$ cat src/rtl/secboot_pkg.sv
// Shared encodings and hash helpers for the secure-boot sequencer.
package secboot_pkg;

    typedef enum logic [2:0] {
        ST_IDLE  = 3'd0,
        ST_REQ   = 3'd1,
        ST_WAIT  = 3'd2,
        ST_CHECK = 3'd3,
        ST_NEXT  = 3'd4,
        ST_DONE  = 3'd5,
        ST_FAIL  = 3'd7
    } state_e;

    typedef enum logic [2:0] {
        FC_NONE       = 3'd0,
        FC_TIMEOUT    = 3'd1,
        FC_ROLLBACK   = 3'd2,
        FC_DIGEST     = 3'd3,
        FC_ALT_DIGEST = 3'd4
    } fail_code_e;

    localparam logic [31:0] IV_BASE = 32'h6A09_E667;
    localparam int          ROT_AMT = 5;

    function automatic logic [31:0] rotl(input logic [31:0] x);
        return (x << ROT_AMT) | (x >> (32 - ROT_AMT));
    endfunction

    function automatic logic [31:0] lane_iv(input int j);
        return IV_BASE ^ 32'(j);
    endfunction

endpackage

$ cat src/rtl/secboot_hash_acc.sv
// Digest lane accumulator: IV init, rotate-xor word update, full compare.
module secboot_hash_acc
    import secboot_pkg::*;
#(
    parameter int HASH_LANES = 8,
    parameter int WW         = 8
) (
    input  logic                     clk,
    input  logic                     rst_n,
    input  logic                     init_i,
    input  logic                     upd_i,
    input  logic [WW-1:0]            word_i,
    input  logic [31:0]              data_i,
    input  logic [HASH_LANES*32-1:0] digest_i,
    output logic                     match_o
);

    logic [HASH_LANES-1:0][31:0] lanes_q, lanes_d;

    always_comb begin
        lanes_d = lanes_q;
        for (int j = 0; j < HASH_LANES; j++) begin
            if (init_i) begin
                lanes_d[j] = lane_iv(j);
            end else if (upd_i && (int'(word_i) % HASH_LANES) == j) begin
                lanes_d[j] = rotl(lanes_q[j]) ^ data_i;
            end
        end
    end

    always_ff @(posedge clk or negedge rst_n) begin
        if (!rst_n) begin
            for (int j = 0; j < HASH_LANES; j++) begin
                lanes_q[j] <= lane_iv(j);
            end
        end else begin
            lanes_q <= lanes_d;
        end
    end

    assign match_o = (lanes_q == digest_i);

endmodule

$ cat src/rtl/secure_boot_seq.sv
// Multi-image secure-boot sequencer: fetch, hash, rollback and digest checks.
// Define SECBOOT_ALT_BANK_EN to retry a digest mismatch once from the alt bank.
module secure_boot_seq
    import secboot_pkg::*;
#(
    parameter int          NUM_IMG     = 2,
    parameter int          IMG_WORDS   = 256,
    parameter int          HASH_LANES  = 8,
    parameter logic [31:0] IMG_BASE    = 32'h1000_0000,
    parameter logic [31:0] IMG_STRIDE  = 32'h0000_1000,
    parameter int          TIMEOUT_CYC = 64,
    localparam int         IW = (NUM_IMG > 1) ? $clog2(NUM_IMG) : 1
`ifdef SECBOOT_ALT_BANK_EN
    ,
    parameter logic [31:0] ALT_OFFSET  = 32'h0010_0000
`endif
) (
    input  logic                     clk,
    input  logic                     rst_n,
    output logic                     flash_req,
    output logic [31:0]              flash_addr,
    input  logic                     flash_ack,
    input  logic [31:0]              flash_rdata,
    output logic [IW-1:0]            otp_idx,
    input  logic [HASH_LANES*32-1:0] otp_digest,
    input  logic [31:0]              otp_min_ver,
    output logic [2:0]               boot_stage,
    output logic [NUM_IMG-1:0]       verified_mask,
    output logic                     boot_ready,
    output logic                     violation,
    output logic [2:0]               fail_code
);

    localparam int WW = $clog2(IMG_WORDS);
    localparam int TW = (TIMEOUT_CYC > 1) ? $clog2(TIMEOUT_CYC) : 1;

    state_e             state_q, state_d;
    logic [IW-1:0]      img_q, img_d;
    logic [WW-1:0]      word_q, word_d;
    logic [TW-1:0]      tmo_q, tmo_d;
    logic [NUM_IMG-1:0] mask_q, mask_d;
    fail_code_e         code_q, code_d;
    logic               hash_init, hash_upd, hash_match;
    logic [31:0]        addr;
`ifdef SECBOOT_ALT_BANK_EN
    logic               alt_q, alt_d;
`endif

    always_comb begin
        state_d   = state_q;
        img_d     = img_q;
        word_d    = word_q;
        tmo_d     = tmo_q;
        mask_d    = mask_q;
        code_d    = code_q;
        hash_init = 1'b0;
        hash_upd  = 1'b0;
`ifdef SECBOOT_ALT_BANK_EN
        alt_d     = alt_q;
`endif
        unique case (state_q)
            ST_IDLE: state_d = ST_REQ;
            ST_REQ: begin
                tmo_d   = '0;
                state_d = ST_WAIT;
            end
            ST_WAIT: begin
                if (flash_ack) begin
                    hash_upd = 1'b1;
                    if (word_q == '0 && flash_rdata < otp_min_ver) begin
                        code_d  = FC_ROLLBACK;
                        state_d = ST_FAIL;
                    end else if (word_q == WW'(IMG_WORDS - 1)) begin
                        state_d = ST_CHECK;
                    end else begin
                        word_d  = word_q + WW'(1);
                        state_d = ST_REQ;
                    end
                end else if (tmo_q == TW'(TIMEOUT_CYC - 1)) begin
                    code_d  = FC_TIMEOUT;
                    state_d = ST_FAIL;
                end else begin
                    tmo_d = tmo_q + TW'(1);
                end
            end
            ST_CHECK: begin
                if (hash_match) begin
                    mask_d  = mask_q | (NUM_IMG'(1) << img_q);
                    state_d = ST_NEXT;
                end else begin
`ifdef SECBOOT_ALT_BANK_EN
                    if (!alt_q) begin
                        alt_d     = 1'b1;
                        hash_init = 1'b1;
                        word_d    = '0;
                        state_d   = ST_REQ;
                    end else begin
                        code_d  = FC_ALT_DIGEST;
                        state_d = ST_FAIL;
                    end
`else
                    code_d  = FC_DIGEST;
                    state_d = ST_FAIL;
`endif
                end
            end
            ST_NEXT: begin
                hash_init = 1'b1;
                word_d    = '0;
`ifdef SECBOOT_ALT_BANK_EN
                alt_d     = 1'b0;
`endif
                if (img_q == IW'(NUM_IMG - 1)) begin
                    state_d = ST_DONE;
                end else begin
                    img_d   = img_q + IW'(1);
                    state_d = ST_REQ;
                end
            end
            ST_DONE: state_d = ST_DONE;
            ST_FAIL: state_d = ST_FAIL;
            default: state_d = ST_FAIL;
        endcase
        // A failed chain must never advertise partially verified images.
        if (state_d == ST_FAIL) mask_d = '0;
    end

    always_ff @(posedge clk or negedge rst_n) begin
        if (!rst_n) begin
            state_q <= ST_IDLE;
            img_q   <= '0;
            word_q  <= '0;
            tmo_q   <= '0;
            mask_q  <= '0;
            code_q  <= FC_NONE;
`ifdef SECBOOT_ALT_BANK_EN
            alt_q   <= 1'b0;
`endif
        end else begin
            state_q <= state_d;
            img_q   <= img_d;
            word_q  <= word_d;
            tmo_q   <= tmo_d;
            mask_q  <= mask_d;
            code_q  <= code_d;
`ifdef SECBOOT_ALT_BANK_EN
            alt_q   <= alt_d;
`endif
        end
    end

    always_comb begin
        addr = IMG_BASE + 32'(img_q) * IMG_STRIDE + (32'(word_q) << 2);
`ifdef SECBOOT_ALT_BANK_EN
        if (alt_q) addr = addr + ALT_OFFSET;
`endif
    end

    secboot_hash_acc #(
        .HASH_LANES(HASH_LANES),
        .WW        (WW)
    ) u_hash (
        .clk     (clk),
        .rst_n   (rst_n),
        .init_i  (hash_init),
        .upd_i   (hash_upd),
        .word_i  (word_q),
        .data_i  (flash_rdata),
        .digest_i(otp_digest),
        .match_o (hash_match)
    );

    assign flash_req     = (state_q == ST_REQ) || (state_q == ST_WAIT);
    assign flash_addr    = flash_req ? addr : '0;
    assign otp_idx       = img_q;
    assign boot_stage    = state_q;
    assign verified_mask = mask_q;
    assign boot_ready    = (state_q == ST_DONE);
    assign violation     = (state_q == ST_FAIL);
    assign fail_code     = code_q;

endmodule

$ cat config.mk
export PLATFORM = sky130hd
export DESIGN_NAME = secure_boot_seq
export DESIGN_NICKNAME = d
export VERILOG_FILES = /design/src/rtl/secboot_pkg.sv /design/src/rtl/secboot_hash_acc.sv /design/src/rtl/secure_boot_seq.sv
export SDC_FILE = /design/constraint.sdc
export NUM_CORES = 1
export LEC_CHECK = 0
export CORE_MARGIN = 4
export CORE_UTILIZATION = 46
export DETAILED_ROUTE_END_ITERATION = 8
export PLACE_DENSITY = 0.78
export SYNTH_ARGS = -nofsm -noshare
export SYNTH_HDL_FRONTEND = slang
export SYNTH_SLANG_ARGS = --single-unit
export TNS_END_PERCENT = 10
$ cat constraint.sdc
create_clock -name clk -period 3.05 [get_ports clk]
set_input_delay 0.7625 -clock clk [delete_from_list [all_inputs] [get_ports clk]]
set_output_delay 0.7625 -clock clk [all_outputs]
set_load 0.03 [all_outputs]
# Yosys cells after proc, flatten, opt, wreduce, memory -nomap -nowiden
# Cells that the tools add are included.
[totals]
elab_cells = 136
reg_bits = 279
[classes]
n_eq_ne = 25
addsub = 5
shifts = 1
mux = 43
n_reduce_logical = 30
order_cmp = 1
bitwise = 17
[op_table]
columns = ["cell", "count"]
rows = [
  ["$mux W32", 16],
  ["$eq A256 B256 Y1", 1],
  ["$or A32 B5 Y32", 8],
  ["$xor A32 B32 Y32", 8],
  ["$logic_not A32 Y1", 1],
  ["$lt A32 B32 Y1", 1],
  ["$add A30 B10 Y31", 1],
  ["$mux W31", 1],
  ["$add A29 B13 Y30 const A", 1],
  ["$reduce_bool A2 Y1", 13],
  ["$eq A3 B3 Y1 const B", 8],
  ["$mux W3", 8],
  ["$mux W8", 3],
  ["$pmux W3 S6", 1],
  ["$pmux W8 S2", 1],
  ["$eq A3 B2 Y1 const B", 4],
  ["$mux W6", 2],
  ["$ne A2 B2 Y1 const B", 6],
  ["$pmux W6 S2", 1],
  ["$mux W2", 5],
  ["$logic_and A1 B1 Y1", 9],
  ["$add A8 B1 Y8 const B", 1],
  ["$eq A8 B8 Y1 const B", 1],
  ["$logic_not A8 Y1", 1],
  ["other kinds (14)", 20],
]

# Logic depth before layout (Yosys ltp)
[logic_depth]
word_depth = 8
mapped_depth = 10
mapped_depth_nobuf = 10

# Modules after synthesis
# From an unflattened synthesis, not the netlist that was laid out.
[hier_totals]
hier_cells = 1878
hier_area_um2 = 17596.9
[modules_own_cells]
columns = ["module", "area_per_inst_um2", "instances", "cells_per_inst", "seq_area_each_um2"]
rows = [
  ["secboot_hash_acc", 15313.4, 1, 1605, 6551.3],
  ["secure_boot_seq", 2283.4, 1, 273, 550.5],
]

# Least setup slack after synthesis
# Ideal clock, no wire load.
[synth_path]
kind = "reg2out"
from = "reg state_q[1] (netlist: boot_stage[1])"
to = "out flash_addr[5]"
path_slack_ns = 0.341
path_stages_with_launch = 5
arrival_ns = 1.946
cell_sequence = "dfrtp_1 -> clkbuf_1 -> xnor2_1 -> nor2_1 -> and2_1"
[synth_via]
elab_chain_cells = 3
[synth_rtl]
columns = ["item", "line_no", "text"]
rows = [
  ["start, declared", "secure_boot_seq.sv:37", "state_e state_q, state_d;"],
  ["start signal, assigned", "secure_boot_seq.sv:140", "state_q <= state_d;"],
  ["$eq A3 B1 Y1 or $eq A3 B2 Y1 (tied branches)", "secure_boot_seq.sv:173", "assign flash_req = (state_q == ST_REQ) || (state_q == ST_WAIT);"],
  ["$logic_or A1 B1 Y1 (*)", "secure_boot_seq.sv:173", ""],
  ["net flash_req", "secure_boot_seq.sv:20", "output logic flash_req,"],
  ["$mux W31 (*)", "secure_boot_seq.sv:174", "assign flash_addr = flash_req ? addr : '0;"],
  ["end, declared", "secure_boot_seq.sv:21", "output logic [31:0] flash_addr,"],
]
# Mark *: on every way through the listed nets, which the timed path passes. The rest lies on a longest branch.

# Final worst setup path
[layout_path]
from = "in otp_digest[13]"
to = "reg mask_q[1] (netlist: verified_mask[1])"
[layout_via]
elab_chain_cells = 6
[layout_rtl]
columns = ["item", "line_no", "text"]
rows = [
  ["start, declared", "secure_boot_seq.sv:25", "input logic [HASH_LANES*32-1:0] otp_digest,"],
  ["$eq A256 B256 Y1 (*)", "secboot_hash_acc.sv:41", "assign match_o = (lanes_q == digest_i);"],
  ["$mux W2", "secure_boot_seq.sv:87", "if (hash_match) begin"],
  ["$pmux W3 S6", "secure_boot_seq.sv:61", "unique case (state_q)"],
  ["$eq A3 B3 Y1", "secure_boot_seq.sv:125", "if (state_d == ST_FAIL) mask_d = '0;"],
  ["$reduce_bool A2 Y1 (no line)", "-", ""],
  ["$reduce_and A2 Y1 (no line)", "-", ""],
  ["end signal, assigned", "secure_boot_seq.sv:144", "mask_q <= mask_d;"],
  ["end, declared", "secure_boot_seq.sv:41", "logic [NUM_IMG-1:0] mask_q, mask_d;"],
]
# Every way passes the cells marked *; elsewhere a longest branch is shown, timed or not.
# A chain may end at the register's enable or synchronous reset.

==> impl_metrics.json <==
{
  "grt_pass1_wl_mm": 105,
  "dr.first_iter.drc_count": 2013,
  "reg2reg_depth": 10,
  "path_max_fanout": 6,
  "synth_area_leaders": "dfrtp_1 23%, xnor2_1 23%, dfstp_2 18%",
  "htree_levels": 2,
  "worstSetupPathType": "input pin to register",
  "start_util_pct": 46.9,
  "ff_latch_area_um2": 7100,
  "drtAntennaViolNets": 0,
  "via_count": 16000,
  "cts_setup_buffers": 0,
  "clkTransAtPathRegs_ps": 60,
  "grt_max_degree": 79,
  "drv_cap": 0,
  "violations": "setup timing",
  "leakage_uw": 0.00947,
  "core_area_um2": 36800,
  "setup_violations": 2,
  "grtUsageMet3_pct": 10.2,
  "clk_latency_ps": 510,
  "area_growth_pct": 34.7,
  "place.gp.congestion": 1.04,
  "rsz0062_at_grt": "true",
  "synthFlopType": "dfrtp_1",
  "die_y_um": 202,
  "clk_path_buf_depth": 3,
  "grt_overflow": 0,
  "fin_hold_ws_ps": 232,
  "cp.arrival_ps": 3490,
  "multi_input_area_um2": 9650,
  "finalMaxSlewViolations": 0,
  "synth-edff-count": 0,
  "synth_seq_cells": 278,
  "busiest_layer": "met2",
  "num_io_pins": 367,
  "dieArea_um2": 40700,
  "nets": 2556,
  "period_needed_ps": 3070,
  "status": "finished, violations left",
  "yosysSeqAreaShare_pct": 41.1,
  "first_pass_iters": 5,
  "cts_sinks": 278,
  "postSynthAreaPerCell_um2": 9.57,
  "cts_root_buffer": "clkbuf_16",
  "use_met2_pct": 52.2,
  "ir_drop_v": 0.000370,
  "met1_usage_pct": 44.6,
  "crit_path_start_kind": "input pin",
  "grt_pass1_vias": 16000,
  "finalCritPeriodShare_pct": 101,
  "final_layout_size_suffix_gt1_share_pct": 15.4,
  "total_power_uw": 13400,
  "required_ps": 3480,
  "setup_ws_ps": -15.6,
  "cts_tree": "done",
  "stdcell_count": 2690,
  "synthDistinctLibCells": 49,
  "final_util_pct": 63.2,
  "reg2reg_to": "verified_mask[1]",
  "syn_inst": 1804,
  "wl_mm": 74.2,
  "synthArstFlopShare_pct": 100,
  "dpl_worst_slack_ps": -889,
  "hpwl_mm": 54.7,
  "antenna_found_initial": 6,
  "row_count": 70,
  "cellPowerDensity_nw_per_um2": 577,
  "grt_use_total_pct": 34.9,
  "endpoint_kind": "register",
  "fmax_mhz": 326,
  "wire_per_inst_um": 27.6,
  "yosysWarningCount": 0,
  "final-hold-violation-count": 0,
  "port_buffers": 343,
  "yosys.area.top_type_share_pct": 23.5,
  "numPlacedInstances": 2627,
  "die_x_um": 202,
  "relSlewSlack_pct": 54.2,
  "viasPerCell": 5.96,
  "rrSetupSlack_ps": 70,
  "fillers": 2949,
  "rr_startpoint": "u_hash.lanes_q[200]",
  "hold_path.class": "input pin to async pin",
  "fin_worst_skew_ps": 16.6,
  "remaining_drc_errors": 0,
  "synth_top_cell_by_area": "dfrtp_1",
  "cts_buffers": 34,
  "tightest_slew_ps": 687,
  "synth_area_um2": 17300
}
## cell usage in the layout, fill, tap and decap left out, types with 6 or more instances in the layout
master,count
xnor2_1,443
clkdlybuf4s50_1,314
dfrtp_1,162
buf_4,129
nor2_1,128
nand2_1,122
dfstp_2,116
a211oi_1,103
o211ai_1,90
nand4_1,63
o21ai_0,56
xor2_1,53
a21oi_1,48
nand3_1,44
inv_1,42
nor3_1,39
ha_1,38
clkbuf_16,37
conb_1,23
dlymetal6s2s_1,22
nor4_1,21
xnor2_2,17
clkbuf_1,13
buf_12,12
and2_1,11
and3_1,6
clkbuf_8,6
## final cells by class
class | instances | area share, %
multi-input combinational | 1359 | 41.5
tap | 468 | 2.52
antenna | 1 | 0.0108
clock buffer | 56 | 4.55
clock inverter | 6 | 0.145
inverter | 42 | 0.678
timing repair buffer | 480 | 20.1
sequential | 278 | 30.5
## per-stage QoR
step | TNS [ps] | instance area (µm²)
finish | -22.5 | 23300
global route | -256 | 23300
CTS | 0 | 23000
detailed placement | -6780 | 21900
global placement | -6870 | 21900
floorplan | 0 | 17300
## timing repair
item                       4_1_cts  5_1_grt
setup endpoints to repair        6        8
hold buffers                     0        0
pin swaps                        9       28
gates resized for setup          9       42
## critical path: stages
cell,delay [ps]
clkdlybuf4s50_1,450
xnor2_1,320
nand4_1,230
nor4_2,280
nand4_1,130
or4_4,520
nor4_4,290
buf_6,190
a41oi_1,130
a31oi_1,200
## synth_stat cells, types with 2 or more instances
cell / instances
xnor2_1: 461
dfrtp_1: 162
nor2_1: 128
nand2_1: 123
dfstp_2: 116
a211oi_1: 103
o211ai_1: 90
clkbuf_1: 79
nand4_1: 63
o21ai_0: 56
xor2_1: 53
a21oi_1: 48
nand3_1: 44
inv_1: 42
nor3_1: 39
buf_1: 38
ha_1: 38
nor4_1: 26
buf_4: 24
and2_1: 12
and3_1: 6
buf_2: 6
and4_1: 5
a22oi_1: 4
a31oi_1: 4
o21a_1: 4
nor2b_1: 3
a221oi_1: 2
a41oi_1: 2
nand2b_1: 2
o22ai_1: 2
or2_2: 2
## metal layers
layer	vias to the layer above	wire length, µm
met2	1127	31900
met5	-	53
met1	7670	27200
met3	293	9000
met4	8	6030
li1	6926	-
## registers in the layout, indices dropped and copies added, names as in the netlist
signal          count
fail_code           2
u_hash.lanes_q    256
boot_stage          3
word_q              8
verified_mask       2
tmo_q               6
otp_idx             1
## power breakdown
group | leakage [µW] | switching (µW) | total [µW] | internal (µW)
registers | 0.00341 | 908 | 5490 | 4580
logic | 0.00552 | 1920 | 3910 | 2000
clock network | 0.000539 | 1640 | 4010 | 2370
## worst max-delay path by stage
stage                    startpoint                to
floorplan             boot_stage[1]     flash_addr[5]
global placement    otp_digest[219]      fail_code[0]
detailed placement  otp_digest[219]      fail_code[0]
CTS                 otp_digest[146]      fail_code[0]
global route        otp_digest[227]     boot_stage[1]
finish               otp_digest[13]  verified_mask[1]
## cell families (layout without fill, tap and decap cells)
logic type	after synthesis	after routing	share of synthesized area, %
buffers and inverters	189	584	4.67
flip-flops	278	278	41.1
XOR/XNOR	514	514	26.1
AND/OR/NAND/NOR	461	461	12.7
multiplexers	1	1	0.0580
other	1	24	0.0217
adder cells (fa/ha/maj)	38	38	2.75
AO/OA/AOI/OAI	322	322	12.6
(Power assumes the default switching activity.)
